**src/rtl/hsi_m_rx_ctrl_pkg.sv**
```systemverilog
// Shared HSI master config: command-type one-hot positions, CRC seed and RX FSM states.
package hsi_m_rx_ctrl_pkg;

  localparam int ARM_SR_BIT  = 0;
  localparam int ARM_DPR_BIT = 1;
  localparam int ARM_CCW_BIT = 2;

  localparam logic [15:0] CRC16_INIT = 16'hFFFF;

  typedef enum logic [2:0] {
    ST_IDLE,
    ST_WAIT_FIRST,
    ST_PAYLOAD,
    ST_CRC_HI,
    ST_CRC_LO,
    ST_CHECK
  } rx_state_e;

  function automatic logic is_onehot3(input logic [2:0] v);
    return (v == 3'b001) || (v == 3'b010) || (v == 3'b100);
  endfunction

endpackage

```
**src/rtl/hsi_m_rx_ctrl_crc16.sv**
```systemverilog
// One-byte CRC16-CCITT step (poly 0x1021, MSB first, no reflection); shared with the TX CRC path.
module crc16_ccitt_byte (
  input  logic [15:0] crc_in,
  input  logic [7:0]  d,
  output logic [15:0] crc_out
);

  always_comb begin
    logic [15:0] c;
    c = crc_in ^ {d, 8'h00};
    for (int i = 0; i < 8; i++) begin
      c = c[15] ? ((c << 1) ^ 16'h1021) : (c << 1);
    end
    crc_out = c;
  end

endmodule

```
**src/rtl/hsi_m_rx_ctrl.sv**
```systemverilog
// Master-side HSI reply receiver: frames a fixed-length reply after arm, checks CRC, reports one status per window.
module hsi_m_rx_ctrl
  import hsi_m_rx_ctrl_pkg::*;
#(
  parameter int unsigned LEN_SR   = 4,
  parameter int unsigned LEN_DPR  = 8,
  parameter int unsigned LEN_CCW  = 9,
  parameter int unsigned FIRST_TO = 20000,
  parameter int unsigned GAP_TO   = 2000
) (
  input  logic       clk,
  input  logic       n_rst,
  input  logic       arm,
  input  logic [2:0] arm_type,
  input  logic [7:0] dec_byte,
  input  logic       dec_byte_rdy,
  input  logic       dec_err,
  output logic [7:0] rx_byte,
  output logic       rx_byte_vld,
  output logic [2:0] rx_type,
  output logic       rx_busy,
  output logic       rx_msg_ok,
  output logic       rx_crc_err,
  output logic       rx_frame_err,
  output logic       rx_timeout,
  output logic       rx_unexp
);

  localparam logic [7:0]  LEN_SR_B   = 8'(LEN_SR);
  localparam logic [7:0]  LEN_DPR_B  = 8'(LEN_DPR);
  localparam logic [7:0]  LEN_CCW_B  = 8'(LEN_CCW);
  localparam logic [15:0] FIRST_LIM  = 16'(FIRST_TO - 1);
  localparam logic [15:0] GAP_LIM    = 16'(GAP_TO - 1);

  rx_state_e   state_q, state_d;
  logic [7:0]  cnt_q, cnt_d;
  logic [15:0] timer_q, timer_d;
  logic [15:0] crc_q, crc_d, crc_step;
  logic [2:0]  type_d;
  logic [7:0]  byte_d;
  logic        vld_d, ok_d, crce_d, fe_d, to_d, unexp_d;
  logic [7:0]  len_sel;
  logic [15:0] to_lim;

  crc16_ccitt_byte u_crc (
    .crc_in  (crc_q),
    .d       (dec_byte),
    .crc_out (crc_step)
  );

  always_comb begin
    len_sel = 8'd0;
    if (arm_type[ARM_SR_BIT])  len_sel = LEN_SR_B;
    if (arm_type[ARM_DPR_BIT]) len_sel = LEN_DPR_B;
    if (arm_type[ARM_CCW_BIT]) len_sel = LEN_CCW_B;
  end

  assign to_lim = (state_q == ST_WAIT_FIRST) ? FIRST_LIM : GAP_LIM;

  always_comb begin
    state_d = state_q;
    cnt_d   = cnt_q;
    timer_d = timer_q + 16'd1;
    crc_d   = crc_q;
    type_d  = rx_type;
    byte_d  = rx_byte;
    vld_d   = 1'b0;
    ok_d    = 1'b0;
    crce_d  = 1'b0;
    fe_d    = 1'b0;
    to_d    = 1'b0;
    unexp_d = 1'b0;

    unique case (state_q)
      ST_IDLE: begin
        timer_d = timer_q;
        unexp_d = dec_byte_rdy;
        if (arm && is_onehot3(arm_type)) begin
          state_d = ST_WAIT_FIRST;
          type_d  = arm_type;
          cnt_d   = len_sel;
          crc_d   = CRC16_INIT;
          timer_d = 16'd0;
        end
      end
      ST_WAIT_FIRST, ST_PAYLOAD: begin
        if (dec_byte_rdy) begin
          byte_d  = dec_byte;
          vld_d   = 1'b1;
          crc_d   = crc_step;
          cnt_d   = cnt_q - 8'd1;
          timer_d = 16'd0;
          state_d = (cnt_q == 8'd1) ? ST_CRC_HI : ST_PAYLOAD;
        end else if (timer_q == to_lim) begin
          to_d    = 1'b1;
          state_d = ST_IDLE;
        end
      end
      ST_CRC_HI, ST_CRC_LO: begin
        if (dec_byte_rdy) begin
          crc_d   = crc_step;
          timer_d = 16'd0;
          state_d = (state_q == ST_CRC_HI) ? ST_CRC_LO : ST_CHECK;
        end else if (timer_q == to_lim) begin
          to_d    = 1'b1;
          state_d = ST_IDLE;
        end
      end
      ST_CHECK: begin
        timer_d = 16'd0;
        unexp_d = dec_byte_rdy;
        ok_d    = (crc_q == 16'h0000);
        crce_d  = (crc_q != 16'h0000);
        state_d = ST_IDLE;
      end
      default: state_d = ST_IDLE;
    endcase

    // A code violation closes the window and suppresses any byte or status from this cycle.
    if (dec_err && (state_q != ST_IDLE)) begin
      state_d = ST_IDLE;
      byte_d  = rx_byte;
      vld_d   = 1'b0;
      ok_d    = 1'b0;
      crce_d  = 1'b0;
      to_d    = 1'b0;
      fe_d    = 1'b1;
    end
  end

  always_ff @(posedge clk or negedge n_rst) begin
    if (!n_rst) begin
      state_q      <= ST_IDLE;
      cnt_q        <= 8'd0;
      timer_q      <= 16'd0;
      crc_q        <= CRC16_INIT;
      rx_type      <= 3'b000;
      rx_byte      <= 8'h00;
      rx_byte_vld  <= 1'b0;
      rx_msg_ok    <= 1'b0;
      rx_crc_err   <= 1'b0;
      rx_frame_err <= 1'b0;
      rx_timeout   <= 1'b0;
      rx_unexp     <= 1'b0;
    end else begin
      state_q      <= state_d;
      cnt_q        <= cnt_d;
      timer_q      <= timer_d;
      crc_q        <= crc_d;
      rx_type      <= type_d;
      rx_byte      <= byte_d;
      rx_byte_vld  <= vld_d;
      rx_msg_ok    <= ok_d;
      rx_crc_err   <= crce_d;
      rx_frame_err <= fe_d;
      rx_timeout   <= to_d;
      rx_unexp     <= unexp_d;
    end
  end

  assign rx_busy = (state_q != ST_IDLE);

endmodule

```
**config.mk**
```make
export PLATFORM = sky130hd
export DESIGN_NAME = hsi_m_rx_ctrl
export DESIGN_NICKNAME = d
export VERILOG_FILES = /design/src/rtl/hsi_m_rx_ctrl_pkg.sv /design/src/rtl/hsi_m_rx_ctrl_crc16.sv /design/src/rtl/hsi_m_rx_ctrl.sv
export SDC_FILE = /design/constraint.sdc
export NUM_CORES = 1
export LEC_CHECK = 0
export CAP_MARGIN = 15
export CORE_MARGIN = 4
export CORE_UTILIZATION = 55
export CTS_BUF_LIST = sky130_fd_sc_hd__clkbuf_8 sky130_fd_sc_hd__clkbuf_16
export CTS_CLUSTER_DIAMETER = 200
export DETAILED_ROUTE_END_ITERATION = 12
export PLACE_DENSITY = 0.88
export SKIP_CTS_REPAIR_TIMING = 1
export SYNTH_ARGS = -nofsm -noshare
export SYNTH_HDL_FRONTEND = slang
export SYNTH_SLANG_ARGS = --single-unit
```
**constraint.sdc**
```tcl
create_clock -name clk -period 2.6 [get_ports clk]
set_clock_uncertainty 0.2 [all_clocks]
set_input_delay 0.65 -clock clk [delete_from_list [all_inputs] [get_ports clk]]
set_output_delay 0.65 -clock clk [all_outputs]
set_load 0.01 [all_outputs]
```
==> results.md <==
* RSZ-0062 raised after global routing: no
* Worst vdd ir at 0.627 mV
* WP data arrival at 2.38 ns
* PortBufs at 33
* Total core area at 5920 µm²
* Ys flop type: dfrtp_1
* WS Path Type: input port to flop
* First-iteration detailed-routing DRC count at 294
* CTS Buf Count at 9
* #FFs+latches synth at 60
* Worst slew pin tran at 0.690 ns
* Initial antenna violation count at 0
* Vias post-DR at 2903
* Initial Utilization at 56.6%
* Synth async-reset ratio at 100%
* PwrDens at 1070 nW/µm²
* Netlist Area Pre-Place at 3350 µm²
* Clock-pin slew on the worst setup and hold paths at 0.08 ns
* Clock Sinks at 60
* Fillers at 434
* Critical-path top delay cell: clkdlybuf4s50_1
* Synth area leaders: dfrtp_1, dfstp_2, xnor2_1
* R2r worst-path depth at 5
* Vias in the first global route at 2779
* Yosys Warn Count at 0
* Setup crit start kind: input port
* Largest area contributor in the netlist: dfrtp_1
* Routed Antenna Nets at 0
* Cells after DPL at 438
* Skew-Pair Late Insertion Delay at 0.34 ns
* Aggregate routed wire length at 8210 µm
* WP data required at 2.66 ns
* Commonest cells after routing, fill and taps aside: dfrtp_1, clkdlybuf4s50_1, buf_4, nand2_1, xnor2_1
* Cell variety after synth at 61
* Share of layout cells above drive strength 1 at 21.1%
* EDFF count, synth at 0
* Routed WL per cell at 18.1 µm
* Worst Setup End Kind: flop
* Die height at 86.1 µm
* R2r endpoint: state_q[1]$_DFFE_PN0P_
* Register area share after synthesis at 45.4%
* Crit Path Max Fanout at 10
* Power, Total at 4.30 mW
* Commonest non-fill, non-tap cell in the layout: dfrtp_1
* Critical-path cell list: clkdlybuf4s50_1 > o21ai_0 > o211ai_2 > a22oi_2 > buf_4 > a2bb2oi_1
* Final hold vios at 0
* Area Overhead vs Synth at 20.0%
* Status: complete, no violations
* Placer Congestion at 0.902
* Lkg Pwr at 1.71 nW
* Global-route wire length before repair at 13700 µm
* Final Setup Violations at 0
* Die area at 7410 µm²
* Post-Synthesis Cells at 323
* CTS tree: done
* Synth top area share at 32.8%
* R2r setup slk at 0.46 ns
* 1st-pass router iterations at 5
* Post-Syn Nets at 342
* Min-Delay Path Class: input port to asynchronous set/reset pin
* Gr usage total at 23.7%
* Row count at 28
* # nets final at 393
* Via/cell ratio at 6.39
* N_diodes at 0
* Placement Cell Area at 3830 µm²
* Slowest stage delay, CP at 0.45 ns
* Max-cap violations at 0
* Die width at 86.1 µm
* Largest net degree at the start of global routing at 26
* Max_slew headroom at 53.6%
* Final Cell Area at 4020 µm²
* Layout Cells excl Fill at 454
* CTS root buf: clkbuf_8
* Clock buffer depth at 2
* Final Slew Violations at 0
* Minimum clock period at 2.32 ns
* Tcrit/Tclk final at 89.1%
* Max frequency at 0.432 GHz
* Final Core Density at 67.9%
* I/O Pins at 34
* DR DRC count at 0
* Reg2reg start: timer_q[0]$_DFFE_PN0P_
* Mapped Avg Cell Area at 10.4 µm²
* Gr ovfl total at 0
* H-tree lvl count at 3
* HPWL after DPL at 5780 µm
-- flip-flops by register name, indices dropped and copies added (netlist names) --
signal        count
rx_msg_ok         1
rx_type           3
timer_q          16
rx_crc_err        1
state_q           3
rx_frame_err      1
cnt_q             8
rx_byte_vld       1
rx_unexp          1
rx_byte           8
rx_timeout        1
crc_q            16
-- synthesized netlist by cell type (3+ instances only) --
library cell / count
or4_1: 5
o211ai_1: 3
mux2_2: 13
nor3_1: 7
clkbuf_8: 3
nor4_1: 7
o22a_1: 6
a22o_1: 5
a21o_1: 4
a2bb2oi_1: 11
mux2i_1: 6
a31oi_1: 5
buf_2: 3
clkbuf_1: 6
and2_1: 3
nand4_1: 5
nand2_1: 21
nand3_1: 16
and3_1: 6
o22ai_1: 4
inv_1: 13
xnor2_1: 20
o21ai_0: 8
dfstp_2: 16
xor2_1: 8
nand2b_1: 4
a31o_2: 3
ha_1: 3
a21oi_1: 12
dfrtp_1: 44
nor2_1: 12
or3_1: 3
-- how the worst max path moves through the flow --
stage / depth (start not counted) / from / to
after floorplan: 4 / arm_type[2] / crc_q[10]$_DFFE_PN1P_
after global placement: 6 / arm_type[2] / timer_q[7]$_DFFE_PN0P_
after detailed placement: 6 / arm_type[2] / crc_q[15]$_DFFE_PN1P_
after CTS: 4 / state_q[1]$_DFFE_PN0P_ / rx_busy
after global routing: 6 / arm_type[2] / crc_q[13]$_DFFE_PN1P_
final: 6 / arm_type[2] / crc_q[14]$_DFFE_PN1P_
-- logic make-up after synthesis --
| family | Yosys count | synth area share, % |
|---|---|---|
| AND/OR/NAND/NOR | 103 | 17.1 |
| AO/OA/AOI/OAI | 81 | 18.2 |
| flip-flops | 60 | 45.4 |
| buffers and inverters | 29 | 4.74 |
| XOR/XNOR | 28 | 7.32 |
| multiplexers | 19 | 6.16 |
| adder cells (fa/ha/maj) | 3 | 1.12 |
-- through the flow --
step	TNS (ns)	worst slack, ns	hold WS, ns
finish	0	0.283	0.0741
global route	0	0.101	0.104
CTS	-0.0273	-0.0273	0.0830
detailed placement	-0.311	-0.0581	0.268
global placement	0	0.0107	0.258
floorplan	0	0.520	0.154
-- metal layers --
| metal | wire (µm) | track usage, % | vias to the layer above |
|---|---|---|---|
| met5 | 0 | 0 | - |
| met4 | 159 | 8.78 | 0 |
| met3 | 605 | 5.57 | 19 |
| met2 | 3950 | 37.8 | 146 |
| met1 | 3490 | 31.6 | 1421 |
| li1 | - | - | 1317 |
-- final cells by class --
class	count	area, µm²	share of cell area (%)
Clock buffer	9	124	3.08
Clock inverter	7	61.3	1.52
Inverter	13	48.8	1.21
Multi-Input combinational cell	234	1670	41.6
Sequential cell	60	1520	37.8
Tap cell	75	93.8	2.33
Timing Repair Buffer	56	500	12.4
-- critical path: cells and delay by family --
kind,cells,cell delay (ns)
buffers and inverters,2,0.70
AOI/OAI and AO/OA,4,1.02
-- where the power goes --
part,internal (mW),switching [mW]
clock network,0.432,0.374
registers,1.28,0.210
logic,0.986,1.02
Note: power is estimated with default switching activity, not from simulation.
